## config.mk

```make
export PLATFORM = sky130hd
export DESIGN_NAME = fetch_ctrl
export DESIGN_NICKNAME = d
export VERILOG_FILES = /design/src/rtl/fetch_ctrl.sv
export SDC_FILE = /design/constraint.sdc
export NUM_CORES = 1
export LEC_CHECK = 0
export ABC_AREA = 1
export CAP_MARGIN = 20
export CORE_MARGIN = 5
export CORE_UTILIZATION = 50
export CTS_CLUSTER_DIAMETER = 80
export DETAILED_ROUTE_END_ITERATION = 8
export PLACE_DENSITY = 0.8
export SKIP_LAST_GASP = 1
export SLEW_MARGIN = 25
export SYNTH_ARGS = -nofsm -noshare
export SYNTH_HDL_FRONTEND = slang
export SYNTH_SLANG_ARGS = --single-unit
export TNS_END_PERCENT = 5
```

## constraint.sdc

```tcl
create_clock -name clk -period 2.3 [get_ports clk]
set_input_delay 0.69 -clock clk [delete_from_list [all_inputs] [get_ports clk]]
set_output_delay 0.69 -clock clk [all_outputs]
set_load 0.01 [all_outputs]
```

## src/rtl/fetch_ctrl.sv

```systemverilog
// fetch_ctrl: fetch-stage sequencer.
// Owns the PC and issues one instruction-memory request at a time.
// Returned words are tagged with their PC and queued toward decode.
// Execute redirects flush all wrong-path state: queued entries, the
// pending request, and any response still in flight.
module fetch_ctrl #(
  parameter int                    DATA_WIDTH  = 32,
  parameter logic [DATA_WIDTH-1:0] RESET_PC    = {DATA_WIDTH{1'b0}},
  parameter int                    QUEUE_DEPTH = 2
) (
  input  logic                  clk,
  input  logic                  rst,
  input  logic                  redirect_valid,
  input  logic [DATA_WIDTH-1:0] redirect_target,
  output logic                  imem_req,
  output logic [DATA_WIDTH-1:0] imem_addr,
  input  logic                  imem_ack,
  input  logic                  imem_rvalid,
  input  logic [DATA_WIDTH-1:0] imem_rdata,
  output logic                  instr_valid,
  output logic [DATA_WIDTH-1:0] instr,
  output logic [DATA_WIDTH-1:0] instr_pc,
  input  logic                  instr_ready,
  output logic [DATA_WIDTH-1:0] pc
);

  localparam int PTR_W = (QUEUE_DEPTH > 1) ? $clog2(QUEUE_DEPTH) : 1;
  localparam int CNT_W = $clog2(QUEUE_DEPTH + 1);
  localparam logic [CNT_W-1:0] DEPTH_C = CNT_W'(QUEUE_DEPTH);

  typedef enum logic [1:0] {
    S_REQ  = 2'd0,
    S_WAIT = 2'd1,
    S_DROP = 2'd2,
    S_HOLD = 2'd3
  } state_e;

  state_e                state_q, state_d;
  logic [DATA_WIDTH-1:0] pc_q, pc_d;
  logic [DATA_WIDTH-1:0] req_pc_q, req_pc_d;
  logic                  req_q, req_d;
  logic [PTR_W-1:0]      head_q, head_d;
  logic [PTR_W-1:0]      tail_q, tail_d;
  logic [CNT_W-1:0]      count_q, count_d;
  logic [DATA_WIDTH-1:0] ins_mem_q [QUEUE_DEPTH];
  logic [DATA_WIDTH-1:0] ins_mem_d [QUEUE_DEPTH];
  logic [DATA_WIDTH-1:0] pcm_mem_q [QUEUE_DEPTH];
  logic [DATA_WIDTH-1:0] pcm_mem_d [QUEUE_DEPTH];

  logic                  ack_s;
  logic                  push_s;
  logic                  pop_s;
  logic                  valid_s;
  logic [DATA_WIDTH-1:0] target_s;

  // Handshake qualification: the ack only counts while a request is shown,
  // and a redirect hides the head so decode cannot consume wrong-path work.
  always_comb begin
    ack_s    = req_q & imem_ack;
    valid_s  = (count_q != {CNT_W{1'b0}}) & ~redirect_valid;
    pop_s    = valid_s & instr_ready;
    push_s   = (state_q == S_WAIT) & imem_rvalid & ~redirect_valid;
    target_s = {redirect_target[DATA_WIDTH-1:2], 2'b00};
  end

  // Instruction FIFO: push at tail, pop at head, flush on redirect.
  always_comb begin
    head_d    = head_q;
    tail_d    = tail_q;
    count_d   = count_q;
    ins_mem_d = ins_mem_q;
    pcm_mem_d = pcm_mem_q;
    if (redirect_valid) begin
      head_d  = {PTR_W{1'b0}};
      tail_d  = {PTR_W{1'b0}};
      count_d = {CNT_W{1'b0}};
    end else begin
      if (push_s) begin
        ins_mem_d[tail_q] = imem_rdata;
        pcm_mem_d[tail_q] = req_pc_q;
        tail_d            = tail_q + PTR_W'(1);
      end else begin
        tail_d = tail_q;
      end
      if (pop_s) begin
        head_d = head_q + PTR_W'(1);
      end else begin
        head_d = head_q;
      end
      case ({push_s, pop_s})
        2'b10:   count_d = count_q + CNT_W'(1);
        2'b01:   count_d = count_q - CNT_W'(1);
        default: count_d = count_q;
      endcase
    end
  end

  // Fetch FSM next state and PC; a redirect overrides every other transition.
  always_comb begin
    state_d  = state_q;
    pc_d     = pc_q;
    req_pc_d = req_pc_q;
    if (redirect_valid) begin
      pc_d = target_s;
      case (state_q)
        S_REQ:   state_d = ack_s ? S_DROP : S_REQ;
        S_WAIT:  state_d = imem_rvalid ? S_REQ : S_DROP;
        S_DROP:  state_d = imem_rvalid ? S_REQ : S_DROP;
        S_HOLD:  state_d = S_REQ;
        default: state_d = S_REQ;
      endcase
    end else begin
      case (state_q)
        S_REQ: begin
          // Never issue without a free slot reserved for the response.
          if (count_q >= DEPTH_C) begin
            state_d = S_HOLD;
          end else if (ack_s) begin
            pc_d     = pc_q + DATA_WIDTH'(4);
            req_pc_d = pc_q;
            state_d  = S_WAIT;
          end else begin
            state_d = S_REQ;
          end
        end
        S_WAIT: begin
          if (imem_rvalid) begin
            state_d = (count_d < DEPTH_C) ? S_REQ : S_HOLD;
          end else begin
            state_d = S_WAIT;
          end
        end
        S_HOLD:  state_d = (count_d < DEPTH_C) ? S_REQ : S_HOLD;
        S_DROP:  state_d = imem_rvalid ? S_REQ : S_DROP;
        default: state_d = S_REQ;
      endcase
    end
  end

  // Registered request strobe: asserted whenever the next state issues.
  always_comb begin
    req_d = (state_d == S_REQ) && (count_d < DEPTH_C);
  end

  // State registers with synchronous reset; the FIFO storage is cleared so the
  // head outputs read zero after reset.
  always_ff @(posedge clk) begin
    if (rst) begin
      state_q  <= S_REQ;
      pc_q     <= RESET_PC;
      req_pc_q <= RESET_PC;
      req_q    <= 1'b0;
      head_q   <= {PTR_W{1'b0}};
      tail_q   <= {PTR_W{1'b0}};
      count_q  <= {CNT_W{1'b0}};
      for (int i = 0; i < QUEUE_DEPTH; i++) begin
        ins_mem_q[i] <= {DATA_WIDTH{1'b0}};
        pcm_mem_q[i] <= {DATA_WIDTH{1'b0}};
      end
    end else begin
      state_q   <= state_d;
      pc_q      <= pc_d;
      req_pc_q  <= req_pc_d;
      req_q     <= req_d;
      head_q    <= head_d;
      tail_q    <= tail_d;
      count_q   <= count_d;
      ins_mem_q <= ins_mem_d;
      pcm_mem_q <= pcm_mem_d;
    end
  end

  assign imem_req    = req_q;
  assign imem_addr   = pc_q;
  assign pc          = pc_q;
  assign instr_valid = valid_s;
  assign instr       = ins_mem_q[head_q];
  assign instr_pc    = pcm_mem_q[head_q];

endmodule

```

==> qor.csv, run 1 <==
stage,metric,value,unit
route,drt total wl,23.5,mm
timing,TNS Setup,-0.951,ns
floorplanning,Starting Density,0.509,
cts,H-tree depth,4,
synth,Synth area leaders,"dfxtp_1, o21ai_0, nand2_1",
route,# DRC,0,
finish,nets,1451,
synth,top cell type's share of synthesized area,0.436,
floorplanning,Die Height,143,µm
synth,asr flop ratio synth,0,
synth,most frequent cell after synthesis,o21ai_0,
setup_path,Critical Path Fanout Max,14,
cts,Post-CTS Setup Repair Bufs,0,
floorplanning,die area,0.0203,mm²
power_and_ir_drop,Tot Pwr,7.57,mW
power_and_ir_drop,leakage,4.83,nW
synth,Synth Instances,1217,
route,1st-iter DRT viols,449,
timing,Worst Skew,0.0130,ns
synth,Commonest cells post-synth,"o21ai_0, dfxtp_1, nand2_1, nor2_1, inv_1",
global_route,met2 Track Usage GR,0.358,
global_route,largest net degree at the start of global routing,109,
finish,Finished Cell Area,0.0115,mm²
synth,flop and latch count out of synthesis,191,
synth,main flop type after synthesis,dfxtp_1,
route,Vias per Instance,5.16,
floorplanning,FP Rows,48,
global_route,grt ovf,0,
setup_path,max incr delay on CP,0.56,ns
setup_path,critical path class,flop to output port,
cts,cts hold-fix bufs,0,
global_route,met3 Use GR,0.0484,
placed_design,pre-CTS WS,-0.414,ns
cts,clock tree buffer depth,2,
timing,Final min period,2.48,ns
floorplanning,core box area,0.0172,mm²
timing,final hold violation count,0,
cts,post-CTS resize count,82,
synth,"Cell Area, Synth",0.00878,mm²
min_path,Hold Path Class,flop to flop,
synth,sequential-to-total area share from yosys stat,0.436,
floorplanning,num ports,200,
timing,RSZ-0062 raised after global routing,yes,
setup_path,Critical-path top delay cell,clkdlybuf4s50_1,
placed_design,GPL Wtd Cong,0.931,
global_route,initial antenna violation count,0,
placed_design,IO buf count,191,
status,status,finished with violations,
global_route,grt met1 use,0.311,
cts,Num CTS Buffers,17,
status,failing checks,negative setup slack,
synth,Yosys cell types,40,
placed_design,Final HPWL DP,16.2,mm
cts,worst-skew pair later-pin latency,0.43,ns
synth,Post-synth EDFFs,0,
cts,clk sinks,191,
route,ANT nets after route,0,
route,1st-pass router iterations,5,
setup_path,Worst Path Required,1.61,ns
finish,ANT cells,0,
setup_path,CP Cell Sequence,clkinv_4 > buf_4 > o21ai_0 > clkdlybuf4s50_1,
timing,Final Setup Violations,17,
flow_run,Max-Cap Viols,0,
timing,Worst Slack Setup Final,-0.175,ns
timing,fmax,0.404,GHz
global_route,grt peak-use layer,met2,
placed_design,post-placement cell area,0.0109,mm²
timing,Pins Over Slew Limit,0,
global_route,vias in the first global route,7787,
cts,"Reg clk slew, reported paths",0.07,ns
global_route,Tot GR Track Use,0.227,
synth,Syn. warnings,0,
finish,"Core Util, Final",0.669,
route,routed len/inst,14.6,µm
route,Via Count,8328,
setup_path,"Arr. time, crit path",1.79,ns
setup_path,Critical Path End Type,output port,
power_and_ir_drop,Power Density,656,mW/mm²
finish,area growth from synthesis to layout,31.3,%
cts,CTS tree,yes,
power_and_ir_drop,Worst IR Drop VDD,0.549,mV
setup_path,CP startpoint kind,flop,
synth,"area leader, netlist",dfxtp_1,
timing,Final period util,1.08,
finish,share of post-route cells with drive strength above 1,0.0951,
cts,Clock Tree Root,clkbuf_16,
floorplanning,Die W,143,µm
global_route,first-pass GRT wire length,37.8,mm
synth,Syn Area/Cell,7.21,µm²
-- worst max-delay path, delay by kind of cell (launching register included) --
| family | cells | cell delay [ns] |
|---|---|---|
| buffers and inverters | 3 | 0.86 |
| flip-flops | 1 | 0.36 |
| AO/OA/AOI/OAI | 1 | 0.16 |
-- path summary, 6_finish.rpt --
| kind | start | endpoint | slack, ns | cells after the start |
|---|---|---|---|---|
| worst max-delay path | head_q | instr_pc[6] | -0.18 | 4 |
| worst min-delay path | pcm_mem_q[30] | pcm_mem_q[30] | 0.44 | 2 |
| worst max register to register | state_q[1] | imem_req | 0.29 | 13 |
| worst min register to register | pcm_mem_q[30] | pcm_mem_q[30] | 0.44 | 2 |
-- cells by family after synthesis --
group,count (synthesis),share of synthesized area
simple gates,409,0.205
compound gates,369,0.220
buf+inv,236,0.126
flops,191,0.436
fa+ha+maj,6,0.00855
xor+xnor,5,0.00499
other cells,1,0.000427
-- where the power goes --
group,internal (mW),switching [mW],leakage [nW]
clock,1.75,1.36,0.300
sequential,3.42,0.117,1.55
combinational,0.458,0.466,2.98
-- through the flow --
step	hold slack [ns]	instances
floorplan	0.424	1222
global placement	0.432	1581
detailed placement	0.438	1581
CTS	0.448	1613
global route	0.465	1613
finish	0.445	1613
-- layer usage --
metal,vias to the layer above,routed length [µm]
li1,4241,-
met1,3745,10900
met2,321,10800
met3,21,1520
met4,0,341
met5,-,0
-- state kept, by name (all words and copies together), names as in the netlist --
register / flops
req_pc_q: 30
imem_req: 1
imem_addr: 30
head_q: 1
ins_mem_q: 64
tail_q: 1
state_q: 2
pcm_mem_q: 60
count_q: 2
-- area by class of cell --
cell class | count | area [µm²]
sequential | 191 | 3820
fill | 1480 | 5710
tap | 225 | 282
clock inverter | 15 | 200
inverter | 125 | 477
clock buffer | 17 | 425
timing repair buffer | 245 | 2440
multi-input combinational | 795 | 3880
-- cell usage in the layout, fill, tap and decap left out, drive strengths merged --
cell type      count
conb               6
nand2            194
a22oi             11
a21oi            117
ha                 6
o221ai             1
a31oi              7
inv              128
a211o              1
xor2               1
nor3               7
a221oi             1
dfxtp            191
nand3b             1
nand4              6
o21ai            217
clkinv             7
dlymetal6s2s       4
o211ai             5
or2                2
clkbuf            17
clkinvlp           2
nand3             30
bufinv             3
nor2             168
xnor2              4
and3               1
a211oi             9
buf               55
dlygate4sd2       55
clkdlybuf4s50    131
Note: power is estimated with default switching activity, not from simulation.
==> run 2, diff against run 1 <==
--- a/config.mk
+++ b/config.mk
@@ -12,6 +12,8 @@
 export CTS_CLUSTER_DIAMETER = 80
 export DETAILED_ROUTE_END_ITERATION = 8
 export PLACE_DENSITY = 0.8
+export RECOVER_POWER = 50
+export REMOVE_ABC_BUFFERS = 1
 export SKIP_LAST_GASP = 1
 export SLEW_MARGIN = 25
 export SYNTH_ARGS = -nofsm -noshare
==> qor.csv, run 2 (synthesis gave the netlist of run 1 again) <==
stage,metric,value,unit,change
placed_design,pre-CTS WS,-0.413,ns,was -0.414 ns
finish,non-filler instance count after layout,1612,,was 1613
finish,Largest register FFs,64,,unchanged
global_route,Tot GR Track Use,0.226,,was 0.227
cts,CTS tree,yes,,unchanged
floorplanning,FP Rows,48,,unchanged
cts,cts hold-fix bufs,0,,unchanged
route,ANT nets after route,0,,unchanged
floorplanning,die area,0.0203,mm²,unchanged
finish,Finished Cell Area,0.0114,mm²,was 0.0115 mm²
finish,ANT cells,0,,unchanged
setup_path,Reg2Reg Depth,8,,was 13
setup_path,Worst Path Required,1.61,ns,about the same
setup_path,Critical Path Fanout Max,53,,was 14
placed_design,post-placement cell area,0.0110,mm²,was 0.0109 mm²
timing,final hold violation count,0,,unchanged
timing,Final period util,1.10,,was 1.08
floorplanning,Die Height,143,µm,unchanged
setup_path,"Arr. time, crit path",1.84,ns,was 1.79 ns
min_path,Worst Hold End,pcm_mem_q[22],,was pcm_mem_q[30]
finish,"commonest non-fill, non-tap cell in the layout",o21ai_0,,unchanged
placed_design,GPL Wtd Cong,0.881,,was 0.931
global_route,first-pass GRT wire length,37.8,mm,about the same
finish,nets,1450,,was 1451
route,routed len/inst,14.4,µm,was 14.6 µm
power_and_ir_drop,Power Density,645,mW/mm²,was 656 mW/mm²
setup_path,Reg-to-Reg End,pcm_mem_q[56],,was imem_req
min_path,Hold Path Class,flop to flop,,unchanged
route,Vias per Instance,5.16,,about the same
global_route,grt ovf,0,,unchanged
timing,Slew @ Worst Pin,0.825,ns,
setup_path,CP startpoint kind,flop,,unchanged
placed_design,Final HPWL DP,16.5,mm,was 16.2 mm
global_route,vias in the first global route,7678,,was 7787
min_path,hold_sp,pcm_mem_q[22],,was pcm_mem_q[30]
cts,Post-CTS Setup Repair Bufs,0,,unchanged
finish,number of fill cells,1510,,was 1480
route,Via Count,8325,,was 8328
setup_path,flop2flop setup slack,-0.03,ns,was 0.29 ns
cts,Clock Tree Root,clkbuf_16,,unchanged
global_route,largest net degree at the start of global routing,54,,was 109
cts,Num CTS Buffers,17,,unchanged
floorplanning,core box area,0.0172,mm²,unchanged
placed_design,IO buf count,191,,unchanged
placed_design,number of cells in the design after placement,1580,,was 1581
setup_path,critical path class,flop to output port,,unchanged
cts,H-tree depth,4,,unchanged
global_route,initial antenna violation count,0,,unchanged
timing,Worst Skew,0.00973,ns,was 0.0130 ns
timing,RSZ-0062 raised after global routing,yes,,unchanged
timing,Final min period,2.53,ns,was 2.48 ns
route,1st-pass router iterations,6,,was 5
finish,most frequent cells in the layout,"o21ai_0, dfxtp_1, nand2_1",,unchanged
timing,Worst slew margin,0.450,,
finish,"Core Util, Final",0.660,,was 0.669
status,status,finished with violations,,unchanged
cts,clock tree buffer depth,2,,unchanged
finish,share of post-route cells with drive strength above 1,0.0865,,was 0.0951
finish,biggest regs,"ins_mem_q: 64 flops, pcm_mem_q: 60 flops",,unchanged
cts,clk sinks,191,,unchanged
timing,Final Setup Violations,68,,was 17
cts,"Reg clk slew, reported paths",0.07,ns,about the same
floorplanning,num ports,200,,unchanged
finish,Reg with most FFs,ins_mem_q,,unchanged
setup_path,Critical Path End Type,output port,,unchanged
route,1st-iter DRT viols,551,,was 449
timing,Pins Over Slew Limit,0,,unchanged
min_path,Hold Crit Depth,2,,unchanged
timing,Worst Slack Setup Final,-0.232,ns,was -0.175 ns
power_and_ir_drop,Tot Pwr,7.34,mW,was 7.57 mW
route,drt total wl,23.1,mm,was 23.5 mm
status,failing checks,negative setup slack,,unchanged
setup_path,worst r2r src,state_q[1],,unchanged
power_and_ir_drop,Worst IR Drop VDD,0.532,mV,was 0.549 mV
cts,worst-skew pair later-pin latency,0.43,ns,about the same
power_and_ir_drop,leakage,4.58,nW,was 4.83 nW
timing,fmax,0.395,GHz,was 0.404 GHz
route,# DRC,0,,unchanged
floorplanning,Die W,143,µm,unchanged
floorplanning,Starting Density,0.509,,unchanged
flow_run,Max-Cap Viols,0,,unchanged
finish,area growth from synthesis to layout,29.6,%,was 31.3%
## run 2: changes by cell type in the layout (fill, tap and decap cells not counted), sizes merged, moves of 2 or more
cell / before / now
bufinv: 3 / 1
dlygate4sd2: 55 / 26
clkdlybuf4s50: 131 / 159
dlygate4sd3: 0 / 2
clkbuf: 17 / 31
buf: 55 / 40
## run 2: critical path: stages (launching register included)
cell and delay, ns:
dfxtp_2 0.36, clkinv_4 0.10, buf_12 0.19, o21ai_0 0.17, clkdlybuf4s50_1 0.56
## run 2: layout make-up
type / count / area [µm²] / area share
clock inverter: 14 / 149 / 0.0131
multi-input combinational: 795 / 3840 / 0.338
inverter: 125 / 477 / 0.0419
clock buffer: 18 / 439 / 0.0386
timing repair buffer: 244 / 2360 / 0.208
sequential: 191 / 3820 / 0.336
tap: 225 / 282 / 0.0248
## run 2: layer usage
| layer | GRT usage | share of wire | vias to the layer above |
|---|---|---|---|
| met4 | 0.0650 | 0.013 | 0 |
| met2 | 0.378 | 0.48 | 313 |
| met5 | 0 | 0 | - |
| met3 | 0.0390 | 0.076 | 26 |
| met1 | 0.302 | 0.43 | 3755 |
| li1 | - | - | 4231 |
## run 2: worst max-delay path by stage
stage                        start        end  slack (ns)
floorplan                   head_q   instr[0]       -1.09
global placement    redirect_valid   imem_req       -0.37
detailed placement  redirect_valid   imem_req       -0.41
CTS                         head_q  instr[11]       -0.25
global route                head_q   instr[0]       -0.34
finish                      head_q  instr[11]       -0.23
## run 2: metrics by stage
stage,TNS (ns),hold WS [ns]
after detailed placement,-3.01,0.437
after floorplan,-121.61,0.426
after global routing,-19.22,0.465
final,-8.87,0.445
after global placement,-1.91,0.431
after CTS,-8.20,0.447
## run 2: what timing repair did
item,4_1_cts,5_1_grt
gates resized for setup,37,3
setup endpoints to repair,63,63
pin swaps,0,0
## run 2: power breakdown
| group | internal [mW] | total, mW | switching [mW] |
|---|---|---|---|
| Combinational | 0.445 | 0.894 | 0.448 |
| Clock | 1.56 | 2.91 | 1.35 |
| Sequential | 3.42 | 3.53 | 0.113 |
| Total | 5.43 | 7.34 | 1.91 |
